**src/rtl/xgriscv_lsu_pkg.sv**
```systemverilog
// rtl/xgriscv_lsu_pkg.sv - shared size encodings, FSM states and helpers for the LSU
package xgriscv_lsu_pkg;

  // Access size encodings carried on req_size
  localparam logic [1:0] SZ_B = 2'b01;
  localparam logic [1:0] SZ_H = 2'b10;
  localparam logic [1:0] SZ_W = 2'b11;

  // LSU sequencing states
  typedef enum logic [2:0] {
    ST_IDLE  = 3'd0,
    ST_ACC0  = 3'd1,
    ST_DATA0 = 3'd2,
    ST_ACC1  = 3'd3,
    ST_DATA1 = 3'd4,
    ST_RESP  = 3'd5
  } lsu_state_t;

  // Number of bytes moved by a size code; 0 flags an illegal size
  function automatic logic [2:0] size_bytes(input logic [1:0] sz);
    case (sz)
      SZ_B:    return 3'd1;
      SZ_H:    return 3'd2;
      SZ_W:    return 3'd4;
      default: return 3'd0;
    endcase
  endfunction

endpackage

```
**src/rtl/xgriscv_lsu_lane_align.sv**
```systemverilog
// rtl/xgriscv_lsu_lane_align.sv - byte-lane masks, store data alignment and load merge/extend
module xgriscv_lsu_lane_align
  import xgriscv_lsu_pkg::*;
(
  input  logic [1:0]  i_off,
  input  logic [1:0]  i_size,
  input  logic        i_lu,
  input  logic [31:0] i_wdata,
  input  logic [31:0] i_lo,
  input  logic [31:0] i_hi,
  output logic        o_split,
  output logic [3:0]  o_be_a,
  output logic [3:0]  o_be_b,
  output logic [31:0] o_wdata_a,
  output logic [31:0] o_wdata_b,
  output logic [31:0] o_rdata
);

  logic [3:0]  w_base;
  logic [6:0]  w_mask;
  logic [63:0] w_wide;
  logic [63:0] w_merged;

  // Lane mask over the two words touched, aligned store data, and extended load result
  always_comb begin
    case (i_size)
      SZ_B:    w_base = 4'b0001;
      SZ_H:    w_base = 4'b0011;
      SZ_W:    w_base = 4'b1111;
      default: w_base = 4'b0000;
    endcase
    w_mask    = {3'b000, w_base} << i_off;
    o_be_a    = w_mask[3:0];
    o_be_b    = {1'b0, w_mask[6:4]};
    o_split   = |w_mask[6:4];

    // Low half feeds access A, high half holds the bytes spilling into access B
    w_wide    = {32'b0, i_wdata} << {i_off, 3'b000};
    o_wdata_a = w_wide[31:0];
    o_wdata_b = w_wide[63:32];

    // Requested bytes end up right-justified; the stale hi word never reaches them when unsplit
    w_merged  = {i_hi, i_lo} >> {i_off, 3'b000};
    case (i_size)
      SZ_B:    o_rdata = i_lu ? {24'b0, w_merged[7:0]}  : {{24{w_merged[7]}},  w_merged[7:0]};
      SZ_H:    o_rdata = i_lu ? {16'b0, w_merged[15:0]} : {{16{w_merged[15]}}, w_merged[15:0]};
      SZ_W:    o_rdata = w_merged[31:0];
      default: o_rdata = 32'b0;
    endcase
  end

endmodule

```
**src/rtl/xgriscv_lsu.sv**
```systemverilog
// rtl/xgriscv_lsu.sv - load/store initiator driving byte-enabled word accesses
module xgriscv_lsu
  import xgriscv_lsu_pkg::*;
#(
  parameter int XLEN   = 32,
  parameter int ADDR_W = 32
) (
  input  logic              clk,
  input  logic              reset,
  input  logic              req_valid,
  output logic              req_ready,
  input  logic              req_we,
  input  logic [1:0]        req_size,
  input  logic              req_lu,
  input  logic [ADDR_W-1:0] req_addr,
  input  logic [XLEN-1:0]   req_wdata,
  output logic              resp_valid,
  input  logic              resp_ready,
  output logic [XLEN-1:0]   resp_rdata,
  output logic              resp_err,
  output logic              resp_split,
  output logic              mem_en,
  output logic              mem_we,
  output logic [ADDR_W-1:0] mem_addr,
  output logic [3:0]        mem_be,
  output logic [XLEN-1:0]   mem_wdata,
  input  logic [XLEN-1:0]   mem_rdata
);

  lsu_state_t        r_state;
  lsu_state_t        w_next;
  logic              r_we;
  logic [1:0]        r_size;
  logic              r_lu;
  logic [ADDR_W-1:0] r_addr;
  logic [XLEN-1:0]   r_wdata;
  logic              r_err;
  logic [XLEN-1:0]   r_lo;
  logic [XLEN-1:0]   r_hi;

  logic              w_accept;
  logic              w_split;
  logic [3:0]        w_be_a;
  logic [3:0]        w_be_b;
  logic [XLEN-1:0]   w_wdata_a;
  logic [XLEN-1:0]   w_wdata_b;
  logic [XLEN-1:0]   w_rdata;
  logic [ADDR_W-1:0] w_addr_a;
  logic [ADDR_W-1:0] w_addr_b;

  assign w_accept = req_valid && (r_state == ST_IDLE);
  assign w_addr_a = {r_addr[ADDR_W-1:2], 2'b00};
  assign w_addr_b = w_addr_a + ADDR_W'(4);

  xgriscv_lsu_lane_align u_align (
    .i_off     (r_addr[1:0]),
    .i_size    (r_size),
    .i_lu      (r_lu),
    .i_wdata   (r_wdata),
    .i_lo      (r_lo),
    .i_hi      (r_hi),
    .o_split   (w_split),
    .o_be_a    (w_be_a),
    .o_be_b    (w_be_b),
    .o_wdata_a (w_wdata_a),
    .o_wdata_b (w_wdata_b),
    .o_rdata   (w_rdata)
  );

  // State register
  always_ff @(posedge clk) begin
    if (reset) r_state <= ST_IDLE;
    else       r_state <= w_next;
  end

  // Next-state: stores skip the data phases, unsplit requests skip the second access
  always_comb begin
    w_next = r_state;
    case (r_state)
      ST_IDLE:  if (w_accept) w_next = (size_bytes(req_size) == 3'd0) ? ST_RESP : ST_ACC0;
      ST_ACC0:  w_next = r_we ? (w_split ? ST_ACC1 : ST_RESP) : ST_DATA0;
      ST_DATA0: w_next = w_split ? ST_ACC1 : ST_RESP;
      ST_ACC1:  w_next = r_we ? ST_RESP : ST_DATA1;
      ST_DATA1: w_next = ST_RESP;
      ST_RESP:  if (resp_ready) w_next = ST_IDLE;
      default:  w_next = ST_IDLE;
    endcase
  end

  // Request register, loaded once per accepted request
  always_ff @(posedge clk) begin
    if (reset) begin
      r_we    <= 1'b0;
      r_size  <= 2'b00;
      r_lu    <= 1'b0;
      r_addr  <= '0;
      r_wdata <= '0;
      r_err   <= 1'b0;
    end else if (w_accept) begin
      r_we    <= req_we;
      r_size  <= req_size;
      r_lu    <= req_lu;
      r_addr  <= req_addr;
      r_wdata <= req_wdata;
      r_err   <= (size_bytes(req_size) == 3'd0);
    end
  end

  // Capture read data the cycle after each load access
  always_ff @(posedge clk) begin
    if (reset) begin
      r_lo <= '0;
      r_hi <= '0;
    end else begin
      if (r_state == ST_DATA0) r_lo <= mem_rdata;
      if (r_state == ST_DATA1) r_hi <= mem_rdata;
    end
  end

  // Memory and response outputs decoded from state; everything idles at zero
  always_comb begin
    req_ready  = 1'b0;
    resp_valid = 1'b0;
    resp_rdata = '0;
    resp_err   = 1'b0;
    resp_split = 1'b0;
    mem_en     = 1'b0;
    mem_we     = 1'b0;
    mem_addr   = '0;
    mem_be     = 4'b0000;
    mem_wdata  = '0;
    case (r_state)
      ST_IDLE: req_ready = 1'b1;
      ST_ACC0: begin
        mem_en    = 1'b1;
        mem_we    = r_we;
        mem_addr  = w_addr_a;
        mem_be    = w_be_a;
        mem_wdata = r_we ? w_wdata_a : '0;
      end
      ST_ACC1: begin
        mem_en    = 1'b1;
        mem_we    = r_we;
        mem_addr  = w_addr_b;
        mem_be    = w_be_b;
        mem_wdata = r_we ? w_wdata_b : '0;
      end
      ST_RESP: begin
        resp_valid = 1'b1;
        resp_err   = r_err;
        resp_split = w_split && !r_err;
        resp_rdata = (r_we || r_err) ? '0 : w_rdata;
      end
      default: ;
    endcase
  end

endmodule
```
**config.mk**
```make
export PLATFORM = sky130hd
export DESIGN_NAME = xgriscv_lsu
export DESIGN_NICKNAME = d
export VERILOG_FILES = /design/src/rtl/xgriscv_lsu_pkg.sv /design/src/rtl/xgriscv_lsu_lane_align.sv /design/src/rtl/xgriscv_lsu.sv
export SDC_FILE = /design/constraint.sdc
export NUM_CORES = 1
export LEC_CHECK = 0
export CELL_PAD_IN_SITES_DETAIL_PLACEMENT = 2
export CELL_PAD_IN_SITES_GLOBAL_PLACEMENT = 2
export CORE_MARGIN = 2
export CORE_UTILIZATION = 27
export DETAILED_ROUTE_END_ITERATION = 8
export PLACE_DENSITY = 0.91
export SYNTH_ARGS = -nofsm -noshare
export SYNTH_HDL_FRONTEND = slang
export SYNTH_SLANG_ARGS = --single-unit
```
**constraint.sdc**
```tcl
create_clock -name clk -period 3.09 [get_ports clk]
set_clock_uncertainty 0.1 [all_clocks]
set_input_delay 0.618 -clock clk [delete_from_list [all_inputs] [get_ports clk]]
set_output_delay 0.618 -clock clk [all_outputs]
set_load 0.05 [all_outputs]
```
# Yosys cells after proc, flatten, opt, wreduce, memory -nomap -nowiden
# Index checks and enable logic that the tools add are counted.
word_totals:
  inputBits: 104
  ff_bits: 136
op_classes:
  n_mux: 28
  reduce_logical: 10
  n_shift: 3
  addsub: 1
  n_eq_ne: 13
ops:
  columns: ["op", "n"]
  rows:
  - ["$mux W32", 6]
  - ["$pmux W32 S2", 2]
  - ["$pmux W32 S3", 1]
  - ["$shl A32 B5 Y64", 1]
  - ["$shr A64 B5 Y32", 1]
  - ["$add A32 B3 Y32 const B", 1]
  - ["$mux W3", 8]
  - ["$pmux W3 S6", 1]
  - ["$pmux W4 S3", 1]
  - ["$logic_not A3 Y1", 3]
  - ["$pmux W3 S3", 1]
  - ["$eq A2 B2 Y1 const B", 4]
  - ["$pmux W4 S2", 1]
  - ["$mux W1", 7]
  - ["$shl A4 B2 Y7", 1]
  - ["$eq A3 B2 Y1 const B", 2]
  - ["$eq A3 B3 Y1 const B", 2]
  - ["$eq A2 B1 Y1 const B", 2]
  - ["$ne A2 B2 Y1 const B", 2]
  - ["$eq A3 B1 Y1 const B", 1]
  - ["$reduce_or A3 Y1", 1]
  - ["$logic_and A1 B1 Y1", 2]
  - ["$reduce_and A2 Y1", 1]
  - ["$reduce_or A2 Y1", 1]
  - ["other kinds (2)", 2]

# Depth between registers and ports, before layout
depth:
  ltp_word: 8
  depth_mapped: 8
  ltp_nobuf: 5

# Hierarchy
# Synthesis repeated with hierarchy kept, for this count alone.
unflattened:
  hier_cells: 1153
  area_unflattened_um2: 8543.2
modules_own_cells:
  columns: ["module", "area_each_um2", "n_inst", "cells_each", "seq_area_each_um2"]
  rows:
  - ["xgriscv_lsu", 6327.3, 1, 872, 2722.6]
  - ["xgriscv_lsu_lane_align", 2215.9, 1, 281, 0.0]

# Worst setup path after synthesis
# OpenSTA, ideal clock, no wires.
synth_timing:
  kind: "register to output"
  from: "register r_state[0]"
  to: "output port resp_rdata[7]"
  slack_ps: -192
  arrival_time_ps: 2564
  path_buffers: 2
  path_stages_with_launch: 7
  required_time_ps: 2372
  cell_sequence: "dfxtp_1 nor2b_1 nand2_1 or4_1 clkbuf_1 clkbuf_1 a211oi_1"
synth_between:
  elab_chain_len: 2
synth_rtl:
  columns: ["element", "line", "rtl"]
  rows:
  - ["from (decl)", "xgriscv_lsu.sv:30", "lsu_state_t r_state;"]
  - ["from (signal assigned)", "xgriscv_lsu.sv:73", "else r_state <= w_next;"]
  - ["$eq A3 B3 Y1", "xgriscv_lsu.sv:132", "case (r_state)"]
  - ["$mux W32", "xgriscv_lsu.sv:132", null]
  - ["to (decl)", "xgriscv_lsu.sv:19", "output logic [XLEN-1:0] resp_rdata,"]
# No other way between the ends.

# Final worst setup path
layout_timing:
  from: "register r_addr[2]"
  to: "output port mem_addr[25]"
layout_between:
  elab_chain_len: 2
layout_rtl:
  columns: ["element", "line", "rtl"]
  rows:
  - ["from (decl)", "xgriscv_lsu.sv:35", "logic [ADDR_W-1:0] r_addr;"]
  - ["from (signal assigned)", "xgriscv_lsu.sv:103", "r_addr <= req_addr;"]
  - ["$add A32 B3 Y32", "xgriscv_lsu.sv:53", "assign w_addr_b = w_addr_a + ADDR_W'(4);"]
  - ["$pmux W32 S2", "xgriscv_lsu.sv:132", null]
  - ["to (decl)", "xgriscv_lsu.sv:24", "output logic [ADDR_W-1:0] mem_addr,"]
# No other way between the ends.

==> results.toml <==
[sta]
rsz0062_at_grt = "yes"
fmax_mhz = 324
layout_worst_path_cycle_share_pct = 100
period_minus_slack_ns = 3.09
slew_viol_final = 0
setup_viol = 0
finalHoldViolations = 0
timing.slew.headroom_pct = 42.6
worst_slew_pin_slew_ns = 0.861

[layout]
layout.cells.non_filler = 1583
areaGrowthSynthToFinish_pct = 54.2
layout.nets = 1300
drive_gt1_share_pct = 24.8
final_util_pct = 42.6
fillCellCount = 2959
fin_area_sq_um = 11500

[synth]
synth_top_flop_cell = "dfxtp_1"
yosysWarningCount = 0
synth_edf_count = 0
synthXorXnorAreaFrac_pct = 1.29
ys_seq_elements = 128
yosys.cell_types.count = 57
synth-async-reset-ratio_pct = 0
syn_inst = 1003
synth_adder_area_share_pct = 0.301
synth_top_family_by_area = "simple AND/OR/NAND/NOR gates"
seq_area_frac_synth_pct = 34.3
yosys.area_share.simple_pct = 26.4
syn_avg_cell_area_sq_um = 7.46
synth_area_sq_um = 7480
synthDominantCellAreaShare_pct = 34.3
synth_area_leaders = "dfxtp_1 (34%), nand2_1 (16%), a21oi_1 (12%)"
synthMuxAreaShare_pct = 13.8
yosysTopAreaCell = "dfxtp_1"
synth_compound_area_share_pct = 18.1

[drt]
viasPerCell = 5.38
drt-total-wl_mm = 36.0
dr.pass1.iters = 7
drt_iter0_drc = 403
vias = 8516
antenna_left = 0
post-route-drc-count = 0
wl_per_cell_um = 22.7

[placed_design]
dp.cells = 1532
gp_congestion = 0.822
port_buffers = 207
placed_area_sq_um = 10500
hpwl_mm = 24.2

[global_routing]
grt_pass1_wl_mm = 53.4
grt_pass1_vias = 9270
antenna_found_initial = 3
grt_max_degree = 59
grtUsageTotal_pct = 24.0
grt-ovfl-total = 0

[cts]
h-tree-depth = 4
clk_path_buf_depth = 2
clock-sinks = 128
clk_pin_slew_ns = 0.07
cts_tree = "yes"
cts_buffers = 17
clock-root-buffer = "clkbuf_16"
insertion_delay_ns = 0.42

[min_path]
hold_path_depth = 2
holdPathEnd = "r_hi[21]$_SDFFE_PP0P_"
holdCritPathClass = "reg2reg"
hold_start = "r_hi[21]$_SDFFE_PP0P_"

[setup_path]
critPathBufInv = 4
worst-setup-path-type = "reg2out"
slowest_stage = "dfxtp_4"
path_common_cell = "buf_4"
rr_startpoint = "r_state[2]$_SDFFE_PP0P_"
critical_path_required_ns = 2.37
critical_path_arrival_ns = 2.37
crit_chain = "buf_4, nand4_1, buf_4, or3_4, buf_4, o31ai_2, a21oi_2, buf_12"
critPathCaptureType = "output port"
cp-start-kind = "register"
critPathMaxFanout = 5
slowest_delay_ns = 0.37
r2r_cells = 6
reg2reg_to = "r_addr[23]$_SDFFE_PP0P_"
path_delay_family = "buffers and inverters"
worst-r2r-setup-slack_ns = 0.99

[floorplanning]
start_util_pct = 27.6
dieHeight_um = 170
die_x_um = 170
core_region_area_sq_um = 27100
die_area_sq_um = 29000
num_rows = 60
io_pins = 210

[job]
max-cap-violations = 0

[power]
p_switching_mw = 2.12
leakage_nw = 3.95
seq_power_share_pct = 35.3
power.share.switching_pct = 36.6
clock_power_share_pct = 36.4
share_comb_of_total_power_pct = 28.3
p_int_mw = 3.68
p_per_area_nw_per_um2 = 503
ir_drop_mv = 0.223

[outcome]
status = "finished, final reports clean"
==> cell usage after synthesis, drive strengths merged (2+ instances only) <==
cell type    n
and3        15
or3          7
o21ai       17
nor3b        3
or2          3
a21oi      178
inv          9
xor2         5
nor2        36
mux4        28
o22ai        9
nor3         7
nor2b       10
o2bb2ai      8
or4          9
mux2         2
clkbuf      62
a22o         8
o31ai        9
nand3       13
nand3b       2
nand2b       5
and2         4
nand4       10
and4         4
mux2i       38
nand2      316
xnor2        6
nor4         5
dfxtp      128
o311ai       2
buf         27
==> per-layer routing <==
metal / GRT usage [%] / routed length, um
met1: 28.3 / 14500
met4: 9.62 / 941
met2: 42.8 / 19000
met3: 4.42 / 1570
met5: 0 / 15
==> state kept, by name, summed over array words and instances, names as in the netlist <==
register and cells:
r_we 1, r_wdata 32, r_addr 32, r_hi 24, r_lo 32, r_err 1, r_size 2, r_state 3
r_lu 1
==> worst max-delay path by stage <==
stage               slack [ns]            to              startpoint  cells past startpoint
floorplan               0.0007  mem_addr[16]  r_addr[2]$_SDFFE_PP0P_                      6
global placement          0.21  mem_addr[26]  r_addr[2]$_SDFFE_PP0P_                      6
detailed placement        0.08  mem_addr[24]  r_addr[2]$_SDFFE_PP0P_                      6
CTS                      -0.05  mem_addr[26]  r_addr[3]$_SDFFE_PP0P_                      6
global route             -0.10  mem_addr[25]  r_addr[2]$_SDFFE_PP0P_                      8
finish                   0.001  mem_addr[25]  r_addr[2]$_SDFFE_PP0P_                      8
==> placed cells by master (no fill, tap or decap), types with 11 or more instances in the layout <==
cell | Yosys | layout
nor2_1 | 36 | 36
and3_1 | 15 | 15
clkdlybuf4s50_1 | 0 | 103
mux2i_1 | 38 | 37
buf_4 | 4 | 90
dfxtp_1 | 128 | 113
o21ai_0 | 17 | 17
clkbuf_16 | 0 | 17
nand3_1 | 13 | 11
a21oi_2 | 0 | 11
buf_12 | 0 | 63
mux4_2 | 28 | 28
nand2_1 | 316 | 314
a21oi_1 | 178 | 162
==> power by group through the flow <==
stage / clock (mW) / sequential, mW / combinational, mW
after CTS: 2.15 / 2.03 / 1.61
after global placement: 0 / 2.03 / 1.48
final: 2.11 / 2.05 / 1.64
after floorplan: 0 / 1.97 / 0.982
after global routing: 2.22 / 2.07 / 1.78
after detailed placement: 0 / 2.06 / 1.55
==> kinds of logic after synthesis <==
kind of cell | count (synthesis)
AND/OR/NAND/NOR | 452
AO/OA/AOI/OAI | 242
flip-flops | 128
buffers and inverters | 99
multiplexers | 68
XOR/XNOR | 11
adder cells (fa/ha/maj) | 2
other | 1
==> through the flow <==
step	setup TNS, ns	hold WS (ns)	setup WS, ns	power, mW
after floorplan	0	0.333	0.000704	2.95
final	0	0.364	0.00124	5.80
after CTS	-0.173	0.369	-0.0487	5.79
after global routing	-0.224	0.383	-0.103	6.06
after global placement	0	0.343	0.213	3.52
after detailed placement	0	0.359	0.0842	3.61
==> final cells by class <==
type | count | area [sq um] | area share [%]
well taps | 372 | 465 | 4.04
inverters | 10 | 38.8 | 0.336
repair buffers | 259 | 3000 | 26.0
clock inverters | 15 | 171 | 1.49
diodes | 3 | 7.51 | 0.0651
clock buffers | 17 | 425 | 3.69
multi-input cells | 779 | 4830 | 41.8
flip-flops and latches | 128 | 2600 | 22.5
==> worst register-to-register path, stage by stage, from the launching register on <==
cell	delay (ns)
dfxtp_2	0.35
buf_4	0.18
nor3_1	0.33
and2_2	0.44
buf_12	0.31
nand2_1	0.15
a21oi_1	0.16
==> timing repair <==
item,4_1_cts,5_1_grt
cloned,1,2
setup buffers,6,7
hold buffers,0,0
gates resized for setup,45,40
setup endpoints to repair,60,66
pin swaps,6,12
Note: power is estimated with default switching activity, not from simulation.
